===== config.mk =====
export PLATFORM = sky130hd
export DESIGN_NAME = seq_scan_ctrl_flat
export DESIGN_NICKNAME = d
export VERILOG_FILES = /design/src/rtl/seq_scan_if.sv /design/src/rtl/seq_scan_ctrl.sv /design/src/flat_wrapper.sv
export SDC_FILE = /design/constraint.sdc
export NUM_CORES = 1
export LEC_CHECK = 0
export ABC_AREA = 0
export CAP_MARGIN = 20
export CORE_MARGIN = 2
export CORE_UTILIZATION = 45
export CTS_CLUSTER_SIZE = 40
export DETAILED_ROUTE_END_ITERATION = 10
export GPL_TIMING_DRIVEN = 0
export PLACE_DENSITY = 0.74
export SYNTH_ARGS = -nofsm -noshare
export SYNTH_HDL_FRONTEND = slang
export SYNTH_SLANG_ARGS = --single-unit
export TNS_END_PERCENT = 100

===== constraint.sdc =====
create_clock -name clk -period 1.69 [get_ports clk]
set_clock_uncertainty 0.1 [all_clocks]
set_input_delay 0.338 -clock clk [delete_from_list [all_inputs] [get_ports clk]]
set_output_delay 0.338 -clock clk [all_outputs]
set_load 0.01 [all_outputs]

===== src/rtl/seq_scan_if.sv =====
// Load/result handshake bundle between a word source and the 1101 scan controller.
interface seq_scan_if #(
    parameter int unsigned WORD_BITS = 8,
    parameter int unsigned CNT_BITS  = 4
);
    logic                 load_valid;
    logic                 load_ready;
    logic [WORD_BITS-1:0] load_data;
    logic                 busy;
    logic                 done;
    logic [CNT_BITS-1:0]  match_count;
    logic                 any_match;

    modport master (
        output load_valid, load_data,
        input  load_ready, busy, done, match_count, any_match
    );

    modport slave (
        input  load_valid, load_data,
        output load_ready, busy, done, match_count, any_match
    );
endinterface


===== src/rtl/seq_scan_ctrl.sv =====
// Streams an accepted word MSB-first into a serial Moore "1101" detector and
// counts its match pulses, returning a saturating count with a one-cycle done.
module seq_scan_ctrl #(
    parameter int unsigned WORD_BITS = 8,
    parameter int unsigned CNT_BITS  = 4
) (
    input  logic       clk,
    input  logic       rst,
    seq_scan_if.slave  bus,
    output logic       det_n_rst,
    output logic       det_i,
    input  logic       det_o
);
    localparam int unsigned IDX_W = $clog2(WORD_BITS);
    localparam logic [CNT_BITS-1:0]  CNT_MAX  = '1;
    localparam logic [IDX_W-1:0]     LAST_IDX = IDX_W'(WORD_BITS - 1);

    typedef enum logic [2:0] {
        ST_IDLE,
        ST_CLEAR,
        ST_SHIFT,
        ST_DRAIN,
        ST_DONE
    } state_t;

    state_t               state_q;
    logic [WORD_BITS-1:0] shreg_q;
    logic [IDX_W-1:0]     bit_idx_q;
    logic [CNT_BITS-1:0]  cnt_q;
    logic [CNT_BITS-1:0]  cnt_d;
    logic                 load_ready_q;
    logic                 det_n_rst_q;
    logic                 det_i_q;
    logic                 busy_q;
    logic                 done_q;
    logic                 any_match_q;
    logic                 count_en_c;

    // Detector output is only meaningful while bits are in flight (SHIFT/DRAIN).
    always_comb begin
        count_en_c = ((state_q == ST_SHIFT) || (state_q == ST_DRAIN)) && det_o;
        cnt_d      = cnt_q;
        if (count_en_c && (cnt_q != CNT_MAX)) begin
            cnt_d = cnt_q + CNT_BITS'(1);
        end
    end

    always_ff @(posedge clk or posedge rst) begin
        if (rst) begin
            state_q      <= ST_IDLE;
            shreg_q      <= '0;
            bit_idx_q    <= '0;
            cnt_q        <= '0;
            load_ready_q <= 1'b1;
            det_n_rst_q  <= 1'b1;
            det_i_q      <= 1'b0;
            busy_q       <= 1'b0;
            done_q       <= 1'b0;
            any_match_q  <= 1'b0;
        end else begin
            done_q      <= 1'b0;
            cnt_q       <= cnt_d;
            any_match_q <= (cnt_d != '0);
            unique case (state_q)
                ST_IDLE: begin
                    if (bus.load_valid && load_ready_q) begin
                        shreg_q      <= bus.load_data;
                        bit_idx_q    <= '0;
                        cnt_q        <= '0;
                        any_match_q  <= 1'b0;
                        load_ready_q <= 1'b0;
                        det_n_rst_q  <= 1'b0;
                        det_i_q      <= 1'b0;
                        busy_q       <= 1'b1;
                        state_q      <= ST_CLEAR;
                    end
                end
                ST_CLEAR: begin
                    det_n_rst_q <= 1'b1;
                    det_i_q     <= shreg_q[WORD_BITS-1];
                    state_q     <= ST_SHIFT;
                end
                ST_SHIFT: begin
                    // det_i is pre-loaded with the next MSB so it tracks shreg[MSB] each cycle.
                    shreg_q   <= shreg_q << 1;
                    bit_idx_q <= bit_idx_q + IDX_W'(1);
                    if (bit_idx_q == LAST_IDX) begin
                        det_i_q <= 1'b0;
                        state_q <= ST_DRAIN;
                    end else begin
                        det_i_q <= shreg_q[WORD_BITS-2];
                    end
                end
                ST_DRAIN: begin
                    busy_q  <= 1'b0;
                    done_q  <= 1'b1;
                    state_q <= ST_DONE;
                end
                ST_DONE: begin
                    load_ready_q <= 1'b1;
                    state_q      <= ST_IDLE;
                end
                default: begin
                    state_q <= ST_IDLE;
                end
            endcase
        end
    end

    assign bus.load_ready  = load_ready_q;
    assign bus.busy        = busy_q;
    assign bus.done        = done_q;
    assign bus.match_count = cnt_q;
    assign bus.any_match   = any_match_q;
    assign det_n_rst       = det_n_rst_q;
    assign det_i           = det_i_q;
endmodule

===== src/flat_wrapper.sv =====
// flat-port wrapper written by rule: the top's interface ports become plain ports
module seq_scan_ctrl_flat 
#(
    parameter int unsigned WORD_BITS = 8,
    parameter int unsigned CNT_BITS  = 4
)
  (clk, rst, det_n_rst, det_i, det_o, bus_load_valid, bus_load_data, bus_load_ready, bus_busy, bus_done, bus_match_count, bus_any_match);
  seq_scan_if #(.WORD_BITS(WORD_BITS), .CNT_BITS(CNT_BITS)) bus_i ();
  input  logic clk;
  input  logic rst;
  output logic det_n_rst;
  output logic det_i;
  input  logic det_o;
  input wire logic [$bits(bus_i.load_valid)-1:0] bus_load_valid;
  input wire logic [$bits(bus_i.load_data)-1:0] bus_load_data;
  output wire logic [$bits(bus_i.load_ready)-1:0] bus_load_ready;
  output wire logic [$bits(bus_i.busy)-1:0] bus_busy;
  output wire logic [$bits(bus_i.done)-1:0] bus_done;
  output wire logic [$bits(bus_i.match_count)-1:0] bus_match_count;
  output wire logic [$bits(bus_i.any_match)-1:0] bus_any_match;
  assign bus_i.load_valid = bus_load_valid;
  assign bus_i.load_data = bus_load_data;
  assign bus_load_ready = bus_i.load_ready;
  assign bus_busy = bus_i.busy;
  assign bus_done = bus_i.done;
  assign bus_match_count = bus_i.match_count;
  assign bus_any_match = bus_i.any_match;
  seq_scan_ctrl #(.WORD_BITS(WORD_BITS), .CNT_BITS(CNT_BITS)) u_core (.clk(clk), .rst(rst), .bus(bus_i), .det_n_rst(det_n_rst), .det_i(det_i), .det_o(det_o));
endmodule

==> metrics.md <==
| Metric | Value |
|---|---|
| Status | `finished clean` |
| CP peak stage delay | `between 500 and 600 ps` |
| Synth cell count leaders | `22 x dfrtp_1, 16 x nand2_1, 10 x mux2i_1, 10 x nor2_1, 7 x o21ai_1` |
| Iteration-0 DRC Markers | `19` |
| Share of the synthesized area in the top cell type | `0.481` |
| Top-count cell post-synth | `dfrtp_1` |
| Placed Cells | `160` |
| Critical path launch point type | `register` |
| Place WS | `-523 ps` |
| Clock sink count | `24` |
| DR vias/cell | `5.24` |
| Switch share | `0.211` |
| Seq pwr share | `0.622` |
| Reg2Reg Capture Point | `u_core.shreg_q[3]` |
| Relative slew slack | `0.399` |
| Clock share of power | `0.336` |
| Crit-path leading delay family | `buffers and inverters` |
| Hold_sp | `u_core.det_n_rst` |
| Area after DPL | `around 0.0014 mm^2` |
| Global placement routability congestion | `0.780` |
| Diode count | `0` |
| First-pass GRT wire length | `about 3600 um` |
| First drt pass iteration count | `4` |
| Area taken by multi-input logic gates | `between 500 and 600 um^2` |
| Net Sw Power | `0.000195 W` |
| Die area | `about 0.003 mm^2` |
| Internal power | `between 0.0007 and 0.0008 W` |
| Final instance area | `0.00154 mm^2` |
| #FFs+latches synth | `24` |
| Worst-margin pin slew | `roughly 900 ps` |
| # fillers | `about 210` |
| HP Class | `reg -> reg` |
| Core area | `roughly 0.0024 mm^2` |
| # rows | `18` |
| Port bufs | `21` |
| Seq/Total Area, Yosys | `0.527` |
| DP HPWL | `1450 um` |
| Max Cap Viol | `0` |
| Gate Count Post-Synth | `roughly 110` |
| Clock Latency Late Sink | `between 300 and 400 ps` |
| Arrival @ worst endpoint | `approximately 1200 ps` |
| Synth Flop Type | `dfrtp_1` |
| Final hold vios | `0` |
| Crit Path Max Fanout | `1` |
| Crit end category | `output port` |
| CP Cell Sequence | `clkdlybuf4s50_1` |
| Layout area overhead | `34.9%` |
| CTS tree | `yes` |
| Vias in the first global route | `around 830` |
| Synth area leader | `dfrtp_1` |
| Die Y | `about 54 um` |
| Syn_nets | `roughly 120` |
| Antenna violations before repair | `0` |
| Final setup vio count | `0` |
| Crit Path Category | `reg -> out` |
| Drt drc | `0` |
| Layout cell share with drive strength beyond 1 | `0.199` |
| Total Power | `approximately 0.00092 W` |
| Avg Inst Size Synth | `10.5 um^2` |
| Clock transition at path regs | `approximately 130 ps` |
| Power share of the combinational group | `0.043` |
| Routed wire length | `~2200 um` |
| Buf/Inv on CP | `1` |
| CP required | `1250 ps` |
| Post-Layout Cell Count | `~180` |
| EDFF count, synth | `0` |
| Hold worst-path end | `u_core.det_n_rst` |
| Overflow after GRT | `0` |
| Fin crit share | `0.964` |
| # nets final | `approximately 160` |
| Worst Hold Depth | `2` |
| Fin util | `0.634` |
| PwrDens | `599 mW/mm^2` |
| Die W | `approximately 54 um` |
| Via Count | `about 920` |
| Post-synthesis cell type count | `30` |
| Synthesized area | `0.00114 mm^2` |
| Starting Density | `0.470` |
| Worst Reg-to-Reg Cells | `5` |
| Clock Path Buffers | `2` |
| Worst r2r src | `u_core.state_q[0]` |
| Synth warn | `0` |
| Clock H-tree levels | `1` |
| Max Freq | `between 600 and 700 MHz` |
| GRT Overall Usage | `0.171` |
| I/O pin count | `22` |
| Unrepaired setup endpoints after global routing | `yes` |
| DRT antenna net count | `0` |
| Crit-path slowest cell | `clkdlybuf4s50_1` |
| Asr flop ratio synth | `1.00` |
| Pleak | `0.800 nW` |
| Largest net degree at the start of global routing | `25` |
| Reg area | `between 600 and 700 um^2` |
| Peak supply drop | `approximately 0.35 mV` |
| Fin. max-slew vios | `0` |
| Worst reg-to-reg setup slack | `~80 ps` |
| Total CTS buffers | `3` |
| Top post-synthesis cells by area | `dfrtp_1 48%, mux2i_1 8.8%, nand2_1 5.3%, dfstp_2 4.6%, ha_1 3.3%` |
| WL/cell | `12.7 um` |
| Minimum clock period | `about 1600 ps` |
| Final WS setup | `60.2 ps` |
| Root Buffer | `clkbuf_4` |
==> metal layers <==
| layer | routed length, um | global-route usage | up-vias |
|---|---|---|---|
| met5 | 0 | 0 | - |
| met1 | 1010 | 0.229 | 447 |
| met2 | 1120 | 0.273 | 19 |
| met4 | 41 | 0.0750 | 0 |
| met3 | 68 | 0.0246 | 5 |
| li1 | - | - | 452 |
==> cells by family after synthesis <==
family,Yosys count,synth area share
and+or+nand+nor,42,0.187
DFF,24,0.527
buffers and inverters,8,0.0449
muxes,10,0.0875
adders and majority gates,3,0.0328
xor gates and xnor gates,3,0.0230
AOI/OAI and AO/OA,19,0.0974
==> layout by cell type (no fill, tap or decap) <==
cell             instances
clkbuf_2                 1
nor3_1                   1
nand2_4                  1
nand2_1                 15
o21ai_0                  3
xor2_1                   2
and2b_4                  1
o31ai_1                  1
xnor2_1                  1
inv_1                    3
o2bb2ai_1                1
ha_1                     3
mux2i_1                 10
o22ai_1                  1
clkbuf_8                 1
dlymetal6s2s_1           7
nand4_1                  2
a21oi_1                  2
a21o_1                   1
dfrtp_1                 22
nor2_1                  10
o21ai_1                  7
dlygate4sd2_1            1
and2b_2                  1
a31oi_1                  2
nand2b_1                 2
buf_6                    2
buf_2                    1
nand3_1                  3
clkbuf_4                 4
dfstp_2                  2
buf_4                   13
clkdlybuf4s50_1         12
a22o_1                   1
nor4_4                   1
nand3b_1                 3
nor2_2                   1
and3_1                   1
==> what timing repair did <==
action	4_1_cts	5_1_grt
hold endpoints to repair	0	0
setup endpoints to repair	23	19
pin swaps	2	1
buffers inserted	12	0
resized for setup	5	11
hold buffers	0	0
==> final cells by class <==
type | instances | share of cell area
Timing Repair Buffer | 33 | 0.202
Multi-Input combinational cell | 77 | 0.324
Tap cell | 30 | 0.0243
Inverter | 3 | 0.00730
Clock buffer | 4 | 0.0235
Sequential cell | 24 | 0.391
Buffer | 5 | 0.0276
==> metrics by stage <==
step / setup TNS (ps) / hold WS, ps
final: 0 / 387
after global placement: -5700 / 357
after detailed placement: -6130 / 369
after floorplan: -54.6 / 251
after global routing: -31.0 / 406
after CTS: -34.2 / 392
==> worst max-delay path by stage <==
stage                     startpoint  slack [ps]                 to  cells after the start
4_1_cts        u_core.bus.load_ready         -20  u_core.shreg_q[3]                      5
3_5_place_dp          bus_load_valid        -520  u_core.shreg_q[0]                      6
5_1_grt            u_core.state_q[0]         -30  u_core.shreg_q[3]                      5
6_report        u_core.bus.any_match          60      bus_any_match                      1
3_3_place_gp          bus_load_valid        -490  u_core.shreg_q[0]                      6
2_1_floorplan  u_core.bus.load_ready         -50  u_core.shreg_q[0]                      5
==> worst register-to-register path, cell delays in order (launching register included) <==
cell,delay (ps)
dfrtp_1,400
buf_6,140
nor4_4,390
buf_4,210
mux2i_1,180
o21ai_1,90
==> sequential cells by signal, summed over array words and instances (netlist names) <==
register and flops:
u_core.bus.busy 1, u_core.bus.match_count 4, u_core.state_q 3, u_core.det_n_rst 1, u_core.det_i 1, u_core.bus.load_ready 1
u_core.bus.any_match 1, u_core.bus.done 1, u_core.shreg_q 8, u_core.bit_idx_q 3
==> power by group through the flow <==
stage	Clock, W	Sequential [W]	Combinational [W]
2_1_floorplan	0	0.000585	0.00000956
3_3_place_gp	0	0.000585	0.0000388
3_5_place_dp	0	0.000585	0.0000395
4_1_cts	0.000324	0.000575	0.0000401
5_1_grt	0.000341	0.000575	0.0000431
6_report	0.000310	0.000575	0.0000394
Power figures use the tool's default switching activity.
==> RTL edit (same settings) <==
`WORD_BITS` is set to 8 in 3 places; all go to 4.
--- a/src/rtl/seq_scan_if.sv
+++ b/src/rtl/seq_scan_if.sv
@@ -2,3 +2,3 @@
 interface seq_scan_if #(
-    parameter int unsigned WORD_BITS = 8,
+    parameter int unsigned WORD_BITS = 4,
     parameter int unsigned CNT_BITS  = 4
--- a/src/rtl/seq_scan_ctrl.sv
+++ b/src/rtl/seq_scan_ctrl.sv
@@ -3,3 +3,3 @@
 module seq_scan_ctrl #(
-    parameter int unsigned WORD_BITS = 8,
+    parameter int unsigned WORD_BITS = 4,
     parameter int unsigned CNT_BITS  = 4
--- a/src/flat_wrapper.sv
+++ b/src/flat_wrapper.sv
@@ -3,3 +3,3 @@
 #(
-    parameter int unsigned WORD_BITS = 8,
+    parameter int unsigned WORD_BITS = 4,
     parameter int unsigned CNT_BITS  = 4
Ports: changed (resized bus_load_data); port bits go from 22 to 18. The function was not compared with the original's and may differ.
==> RTL edit against the original RTL <==
  * Maximum frequency fell by 1.8%
  * Register-to-register slack got worse by 40 ps
  * Sequential cell count fell by 5
  * Critical path depth rose by 5
  * Design area fell by 17%
  * Critical endpoint is now u_core.bus.any_match
  * Area after synthesis fell by 15%
  * Setup slack got worse by 30 ps
  * Die area fell by 14%
  * Wire length fell by 18%
  * Non-clock buffer count fell by 10
  * Total power fell by 23%
  * First-iteration DRC count fell by 53%
  * Critical path type is now in2reg
==> RTL edit: results <==
export IMPL_worst_slack_ps=29.9
export IMPL_synthAdderAreaFrac=0.0257
export IMPL_insertion_delay_ps=300
export IMPL_vias=787
export IMPL_track_usage=0.155
export IMPL_wl_met2_um=875
export IMPL_fin_nets=130
export IMPL_totalWireLength_um=1840
export IMPL_path_clk_slew_ps=110
export IMPL_synth_compound_area_share=0.159
export IMPL_r2r_end="u_core.bus.any_match"
export IMPL_r2r_cells=4
export IMPL_swShare=0.219
export IMPL_dp_slack_ps=-291
export IMPL_synth_cell_types=36
export IMPL_r2r_start="u_core.bus.match_count[0]"
export IMPL_combPwrFrac=0.037
export IMPL_wl_met3_um=81
export IMPL_drt_iter0_markers=9
export IMPL_m1WireLength_um=859
export IMPL_avgSynthCellArea_sq_um=10.6
export IMPL_synthXorXnorAreaFrac=0.0180
export IMPL_first_global_vias=710
export IMPL_grt_pass1_wl_um=3080
export IMPL_avgRoutedWirePerCell_um=12.6
export IMPL_synth_area_leaders="dfrtp_1 (44%), dfstp_2 (5.4%), a22o_1 (4.5%)"
export IMPL_dpl_cell_area_sq_um=1180
export IMPL_portBuffers=17
export IMPL_vdd_drop_max_mv=0.453
export IMPL_worst_pin_slew_ps=689
export IMPL_place_inst=136
export IMPL_p_clk_frac=0.326
export IMPL_p_int_w=0.000557
export IMPL_hp_class="in2async"
export IMPL_grt_max_degree=20
export IMPL_outcome="finished clean"
export IMPL_holdWs_ps=330
export IMPL_path_max_fanout=6
export IMPL_drive_gt1_frac=0.261
export IMPL_crit_type="in2reg"
export IMPL_gp_congestion=0.772
==> RTL edit: through the flow <==
step | TNS [ps] | util
floorplan | 0 | -
global placement | -2130 | 0.588
detailed placement | -1900 | 0.588
CTS | 0 | 0.614
global route | -22.5 | 0.641
finish | 0 | 0.641
==> RTL edit: final cells by class <==
cell class	count	area [sq um]
Buffer	5	37.5
Clock buffer	3	22.5
Clock inverter	1	5.00
Fill cell	158	719
Inverter	4	15.0
Multi-Input combinational cell	64	474
Sequential cell	19	482
Tap cell	27	33.8
Timing Repair Buffer	23	213
==> RTL edit: repair_timing <==
action | in CTS | in global routing
pin swaps | 0 | 2
endpoints found under the setup margin | 5 | 4
hold buffers | 0 | 0
setup buffers | 3 | 3
gates cloned | 0 | 0
resized for setup | 5 | 7
==> RTL edit: per-layer routing <==
layer	track usage	vias up
met5	0	-
met2	0.250	26
li1	-	385
met4	0.0405	0
met3	0.0268	3
met1	0.216	373
